<file path="src/rtl/mem_port_arbiter.sv">
// Round-robin arbiter for the shared main-memory port between the I-cache refill
// engine and the D-cache refill/write-through engine; sequences line bursts.
module mem_port_arbiter #(
  parameter int LINE_WORDS = 4,
  parameter int AW         = 32,
  parameter int DW         = 32
) (
  input  logic          clk,
  input  logic          rst,
  input  logic          i_req,
  input  logic [AW-1:0] i_addr,
  output logic          i_gnt,
  output logic          i_rvalid,
  output logic [DW-1:0] i_rdata,
  output logic          i_done,
  input  logic          d_req,
  input  logic          d_we,
  input  logic [AW-1:0] d_addr,
  input  logic [DW-1:0] d_wdata,
  output logic          d_gnt,
  output logic          d_rvalid,
  output logic [DW-1:0] d_rdata,
  output logic          d_done,
  output logic          mem_req,
  output logic          mem_we,
  output logic [AW-1:0] mem_addr,
  output logic [DW-1:0] mem_wdata,
  input  logic          mem_ready,
  input  logic [DW-1:0] mem_rdata
);

  localparam int BW = $clog2(LINE_WORDS);

  typedef enum logic [1:0] {IDLE, BURST, DONE} state_t;

  state_t          state_q, state_d;
  logic            owner_q, owner_d;   // 1 = D-side
  logic            last_q, last_d;     // 1 = D-side was granted last
  logic [AW-3:0]   waddr_q, waddr_d;   // word address of the transaction
  logic            we_q, we_d;
  logic [DW-1:0]   wdata_q, wdata_d;
  logic [BW-1:0]   beat_q, beat_d;
  logic            i_rvalid_q, i_rvalid_d;
  logic            d_rvalid_q, d_rvalid_d;
  logic [DW-1:0]   i_rdata_q, i_rdata_d;
  logic [DW-1:0]   d_rdata_q, d_rdata_d;
  logic            grant_i;
  logic            last_beat;
  logic            in_burst;
  logic            busy;
  logic            unused_addr_bits;

  // Byte-offset bits of requester addresses play no part in word beats.
  assign unused_addr_bits = ^{i_addr[1:0], d_addr[1:0]};

  always_comb begin
    state_d    = state_q;
    owner_d    = owner_q;
    last_d     = last_q;
    waddr_d    = waddr_q;
    we_d       = we_q;
    wdata_d    = wdata_q;
    beat_d     = beat_q;
    i_rvalid_d = 1'b0;
    d_rvalid_d = 1'b0;
    i_rdata_d  = i_rdata_q;
    d_rdata_d  = d_rdata_q;
    grant_i    = 1'b0;
    last_beat  = we_q || (beat_q == BW'(LINE_WORDS - 1));

    case (state_q)
      IDLE: begin
        if (i_req || d_req) begin
          // On a tie the side that did not win last time gets the port.
          grant_i = i_req && (!d_req || last_q);
          owner_d = !grant_i;
          waddr_d = grant_i ? i_addr[AW-1:2] : d_addr[AW-1:2];
          we_d    = !grant_i && d_we;
          wdata_d = grant_i ? '0 : d_wdata;
          beat_d  = '0;
          state_d = BURST;
        end
      end
      BURST: begin
        if (mem_ready) begin
          if (!we_q) begin
            if (owner_q) begin
              d_rvalid_d = 1'b1;
              d_rdata_d  = mem_rdata;
            end else begin
              i_rvalid_d = 1'b1;
              i_rdata_d  = mem_rdata;
            end
          end
          if (last_beat) begin
            state_d = DONE;
          end else begin
            beat_d = beat_q + 1'b1;
          end
        end
      end
      DONE: begin
        last_d  = owner_q;
        state_d = IDLE;
      end
      default: state_d = IDLE;
    endcase
  end

  always_ff @(posedge clk or negedge rst) begin
    if (!rst) begin
      state_q    <= IDLE;
      owner_q    <= 1'b0;
      last_q     <= 1'b1;
      waddr_q    <= '0;
      we_q       <= 1'b0;
      wdata_q    <= '0;
      beat_q     <= '0;
      i_rvalid_q <= 1'b0;
      d_rvalid_q <= 1'b0;
      i_rdata_q  <= '0;
      d_rdata_q  <= '0;
    end else begin
      state_q    <= state_d;
      owner_q    <= owner_d;
      last_q     <= last_d;
      waddr_q    <= waddr_d;
      we_q       <= we_d;
      wdata_q    <= wdata_d;
      beat_q     <= beat_d;
      i_rvalid_q <= i_rvalid_d;
      d_rvalid_q <= d_rvalid_d;
      i_rdata_q  <= i_rdata_d;
      d_rdata_q  <= d_rdata_d;
    end
  end

  assign in_burst = (state_q == BURST);
  assign busy     = (state_q != IDLE);

  // Read beats walk the line from its base; writes address the single word.
  assign mem_req   = in_burst;
  assign mem_we    = in_burst && we_q;
  assign mem_addr  = !in_burst ? '0 :
                     we_q      ? {waddr_q, 2'b00} :
                                 {waddr_q[AW-3:BW], beat_q, 2'b00};
  assign mem_wdata = (in_burst && we_q) ? wdata_q : '0;

  assign i_gnt    = busy && !owner_q;
  assign d_gnt    = busy && owner_q;
  assign i_done   = (state_q == DONE) && !owner_q;
  assign d_done   = (state_q == DONE) && owner_q;
  assign i_rvalid = i_rvalid_q;
  assign d_rvalid = d_rvalid_q;
  assign i_rdata  = i_rdata_q;
  assign d_rdata  = d_rdata_q;

endmodule

</file>
<file path="config.mk">
export PLATFORM = sky130hd
export DESIGN_NAME = mem_port_arbiter
export DESIGN_NICKNAME = d
export VERILOG_FILES = /design/src/rtl/mem_port_arbiter.sv
export SDC_FILE = /design/constraint.sdc
export NUM_CORES = 1
export LEC_CHECK = 0
export CAP_MARGIN = 20
export CORE_ASPECT_RATIO = 0.8
export CORE_MARGIN = 3
export CORE_UTILIZATION = 55
export DETAILED_ROUTE_END_ITERATION = 6
export DONT_BUFFER_PORTS = 1
export PLACE_DENSITY = 0.74
export RECOVER_POWER = 100
export SKIP_CTS_REPAIR_TIMING = 1
export SYNTH_ARGS = -nofsm -noshare
export SYNTH_HDL_FRONTEND = slang
export SYNTH_SLANG_ARGS = --single-unit
</file>
<file path="constraint.sdc">
create_clock -name clk -period 4.5 [get_ports clk]
set_input_delay 1.125 -clock clk [delete_from_list [all_inputs] [get_ports clk]]
set_output_delay 1.125 -clock clk [all_outputs]
set_load 0.005 [all_outputs]
</file>
Word level (Yosys, flattened, before mapping). Index checks and enable logic that the tools add are counted.

Reductions and logical operators: 21. $mul: 0. Shifts and indexed selects: 0. Multiplexer cells: 21. Bitwise logic cells: 2. Divide/modulo/power cells: 0. Add/sub/neg operators: 1. Eq/ne operators: 7. $lt $le $gt $ge: 0.

Operators with widths (number): $mux W32 (3); $mux W30 (1); $mux W2 (6); $reduce_and A4 Y1 (3); $mux W1 (8); $ne A2 B2 Y1 const B (4); $pmux W2 S2 (2); $logic_and A1 B1 Y1 (7); $eq A2 B2 Y1 const B (2); $mux W4 (1); $reduce_bool A2 Y1 (2); $logic_not A1 Y1 (3); $logic_or A1 B1 Y1 (3); $reduce_and A3 Y1 (1); $add A2 B1 Y2 const B (1); $eq A2 B1 Y1 const B (1); $logic_not A2 Y1 (1); $not A1 Y1 (2); $reduce_and A2 Y1 (1).

Bits in registers: 135. Memory bits (read-only): 0. Memories kept: 0. Word-level logic and storage cells: 63. Bits of input ports: 134. Memory bits (writable): 0. Output and inout port bits: 136. Latch bits: 0.

Longest topological paths before layout.
Depth in word-level cells: 5. Depth in mapped cells: 7.

Least setup slack after synthesis. No wires, ideal clock.

Path type: register to output. Start: reg state_q[1]. End: out mem_wdata[14]. Arrival time: 1.344 ns. Data required time: 3.375 ns. Cell stages (with the launch flop): 6. Path slack: 2.031 ns. Path buffers: 2. Cell sequence: dfrtp_1 nand2b_2 inv_1 clkbuf_1 clkbuf_1 and3_1.

Longest elaborated chain between the ends: 3.

RTL lines: start: declaration (line 36) `state_t state_q, state_d;`; start signal: assignment (line 124) `state_q <= state_d;`; $eq A2 B1 Y1 (line 138) `assign in_burst = (state_q == BURST);`; $logic_and A1 B1 Y1 (line 147) `assign mem_wdata = (in_burst && we_q) ? wdata_q : '0;`; $mux W32 (line 147); end: declaration (line 27) `output logic [DW-1:0] mem_wdata,`.

Every way passes these cells.

Worst setup path in the final report.
Start: reg we_q. End: reg d_rdata_q[7], in the netlist d_rdata[7].

Longest elaborated chain between the ends: 2.

RTL lines: start: declaration (line 40) `logic we_q, we_d;`; start signal: assignment (line 128) `we_q <= we_d;`; $not A1 Y1 (no line); $reduce_and A4 Y1 (no line); end signal: assignment (line 134) `d_rdata_q <= d_rdata_d;`; end: declaration (line 46) `logic [DW-1:0] d_rdata_q, d_rdata_d;`.

Every way passes these cells. A chain may end at the register's enable or synchronous reset.

==> out/metrics.cfg <==
[outcome]
run_status = finished, violations left
violations = max-capacitance violations, max-slew violations

[global_route]
grtUsageTotal_pct = 24.0
gr-total-overflow = 0
grt_pass1_wl_mm = 22.3
grt_antenna_before_repair = 0
grt_max_degree = 136
grt_pass1_vias = 4151

[yosys]
synthArstFlopShare_pct = 100
synth_ff_type = dfrtp_1
synth_edf_count = 0
synth_seq_cells = 135
synth_area_per_cell_um2 = 11.7
yosysSeqAreaShare_pct = 57.3
synth_area_um2 = 5900
ys_warn_count = 0
synth_cells = 503
synth_cell_types = 33

[clock_tree]
ctsLongestPathBuffers = 2
ctsRootBufferMaster = clkbuf_16
cts_tree = done
cts_buffers = 17
cts.sinks = 135
clkTransAtPathRegs_ns = 0.06
htreeDepth = 4
clk_latency_ns = 0.41

[pwr]
vdd_ir_drop_max_mv = 0.400
p_leak_nw = 2.84
total_power_mw = 4.99
powerDensity_nw_per_um2 = 770

[final_layout]
final_cell_mix = 134 x dfrtp_1, 64 x mux2_2, 33 x a22o_1
drive_gt1_share_pct = 21.6
num-nets-final = 618
area_growth_pct = 9.99
fillCellCount = 802
stdcell_area_um2 = 6490
final_common_cell = dfrtp_1
diodes = 0

[floorplan]
row_count = 33
fp.dieW_um = 122
die_y_um = 98.6
pin_count = 270
initial_core_util_pct = 56.9
core_um2 = 10400
die_area_um2 = 12000

[job]
drv_cap = 2

[placed_design]
finalWeightedCongestion = 0.761
io_buffer_count = 0
hpwl_mm = 9.63
placed_area_um2 = 5900
post-place-ws_ns = 1.43

[worst_hold_path]
hp-class = in2async

[routing]
wire_per_inst_um = 22.7
routed_wl_mm = 14.4
dr.pass1.iters = 4
drt_iter0_drc = 283
ant_nets = 0
vias = 4020
via_per_inst = 6.32
route.detailed.drc = 0

[sta]
fmax_mhz = 263
fin_crit_sh_pct = 84.5
fin_skew_ns = 0.00853
slew_violations = 68
fin_ws_ns = 0.697
hold_viol = 0
hold_slack_ns = 0.401
worst_pin_slew_ns = 1.95
period_needed_ns = 3.80
finalSetupTns_ns = 0
slew-limit-headroom_pct = -30.3
rsz0062_at_grt = false
setup_viol = 0

[critical_path]
critPathSlowestCell = clkbuf_1
required_ns = 4.78
path_class = reg2reg
crit_family = buffers and inverters
startpoint_type = register
critPathMaxStageDelay_ns = 1.40
crit_start = we_q
worstPathArrival_ns = 4.09
crit_top_cell = clkbuf_1
cp-end-kind = register
rr_startpoint = we_q
crit_chain = clkbuf_1 > nand4b_2 > clkbuf_1 > mux2_2
crit_buf_inv = 2
path_max_fanout = 39

-- path summary, 6_finish.rpt --
check                         endpoint  slack [ns]  cells after the start
min in group clk            wdata_q[8]        0.50                      1
max reg2reg                 d_rdata[7]        0.70                      4
max in group asynchronous       last_q        3.85                      0
min reg2reg                 wdata_q[8]        0.50                      1
max                         d_rdata[7]        0.70                      4
min                        wdata_q[11]        0.40                      0
-- kinds of logic after synthesis --
group	Yosys count	share of synthesized area, %
mux	66	12.6
buf+inv	56	4.29
flops	135	57.3
compound gates	130	14.0
fa+ha+maj	1	0.212
other cells	1	0.0636
simple gates	114	11.5
-- layout make-up --
class	count	area [um^2]	area share, %
Clock inverter	15	131	2.03
Inverter	6	22.5	0.347
Sequential cell	135	3380	52.1
Clock buffer	17	425	6.56
Multi-Input combinational cell	313	2270	35.0
Timing Repair Buffer	10	83.8	1.29
Tap cell	140	175	2.70
-- where the power goes --
part	switching (mW)	internal, mW	leakage, nW	total [mW]
combinational	0.783	0.716	0.967	1.50
clock	0.571	0.726	0.267	1.30
sequential	0.391	1.81	1.61	2.20
-- metal layers --
layer	vias up	share of wire [%]	global-route usage, %
met5	-	0	0
met4	0	1.8	9.56
met3	22	10	8.55
met2	226	49	38.8
met1	1999	39	29.4
li1	1773	-	-
-- synth_stat cells, types with 3 or more instances --
library cell	number	share of area, %
a31oi_1	30	3.2
and2_1	31	3.3
and3_1	32	3.4
nor2_1	8	0.51
nand3_1	30	2.5
buf_2	10	0.85
a22o_1	33	4.9
a21oi_1	30	2.5
mux2_2	64	12
buf_6	3	0.57
dfrtp_1	134	57
inv_1	6	0.38
o21ai_0	31	2.6
clkbuf_1	35	2.2
-- sequential cells by signal, indices dropped and copies added (netlist names) --
signal and cells:
beat_q 2, waddr_q 30, last_q 1, wdata_q 32, owner_q 1, i_rdata 32
d_rdata 32, d_rvalid 1, state_q 2, we_q 1, i_rvalid 1
-- metrics by stage --
| step | instances | utilization (%) |
|---|---|---|
| after CTS | 632 | 62.3 |
| after global routing | 636 | 62.6 |
| after floorplan | 504 | - |
| final | 636 | 62.6 |
| after global placement | 600 | 56.9 |
| after detailed placement | 600 | 56.9 |
-- worst reg2reg max path, cell delays in order, from the launching register on --
cell,delay (ns)
dfrtp_1,0.38
clkbuf_1,1.07
nand4b_2,0.35
clkbuf_1,1.40
mux2_2,0.49
Power figures use the tool's default switching activity.
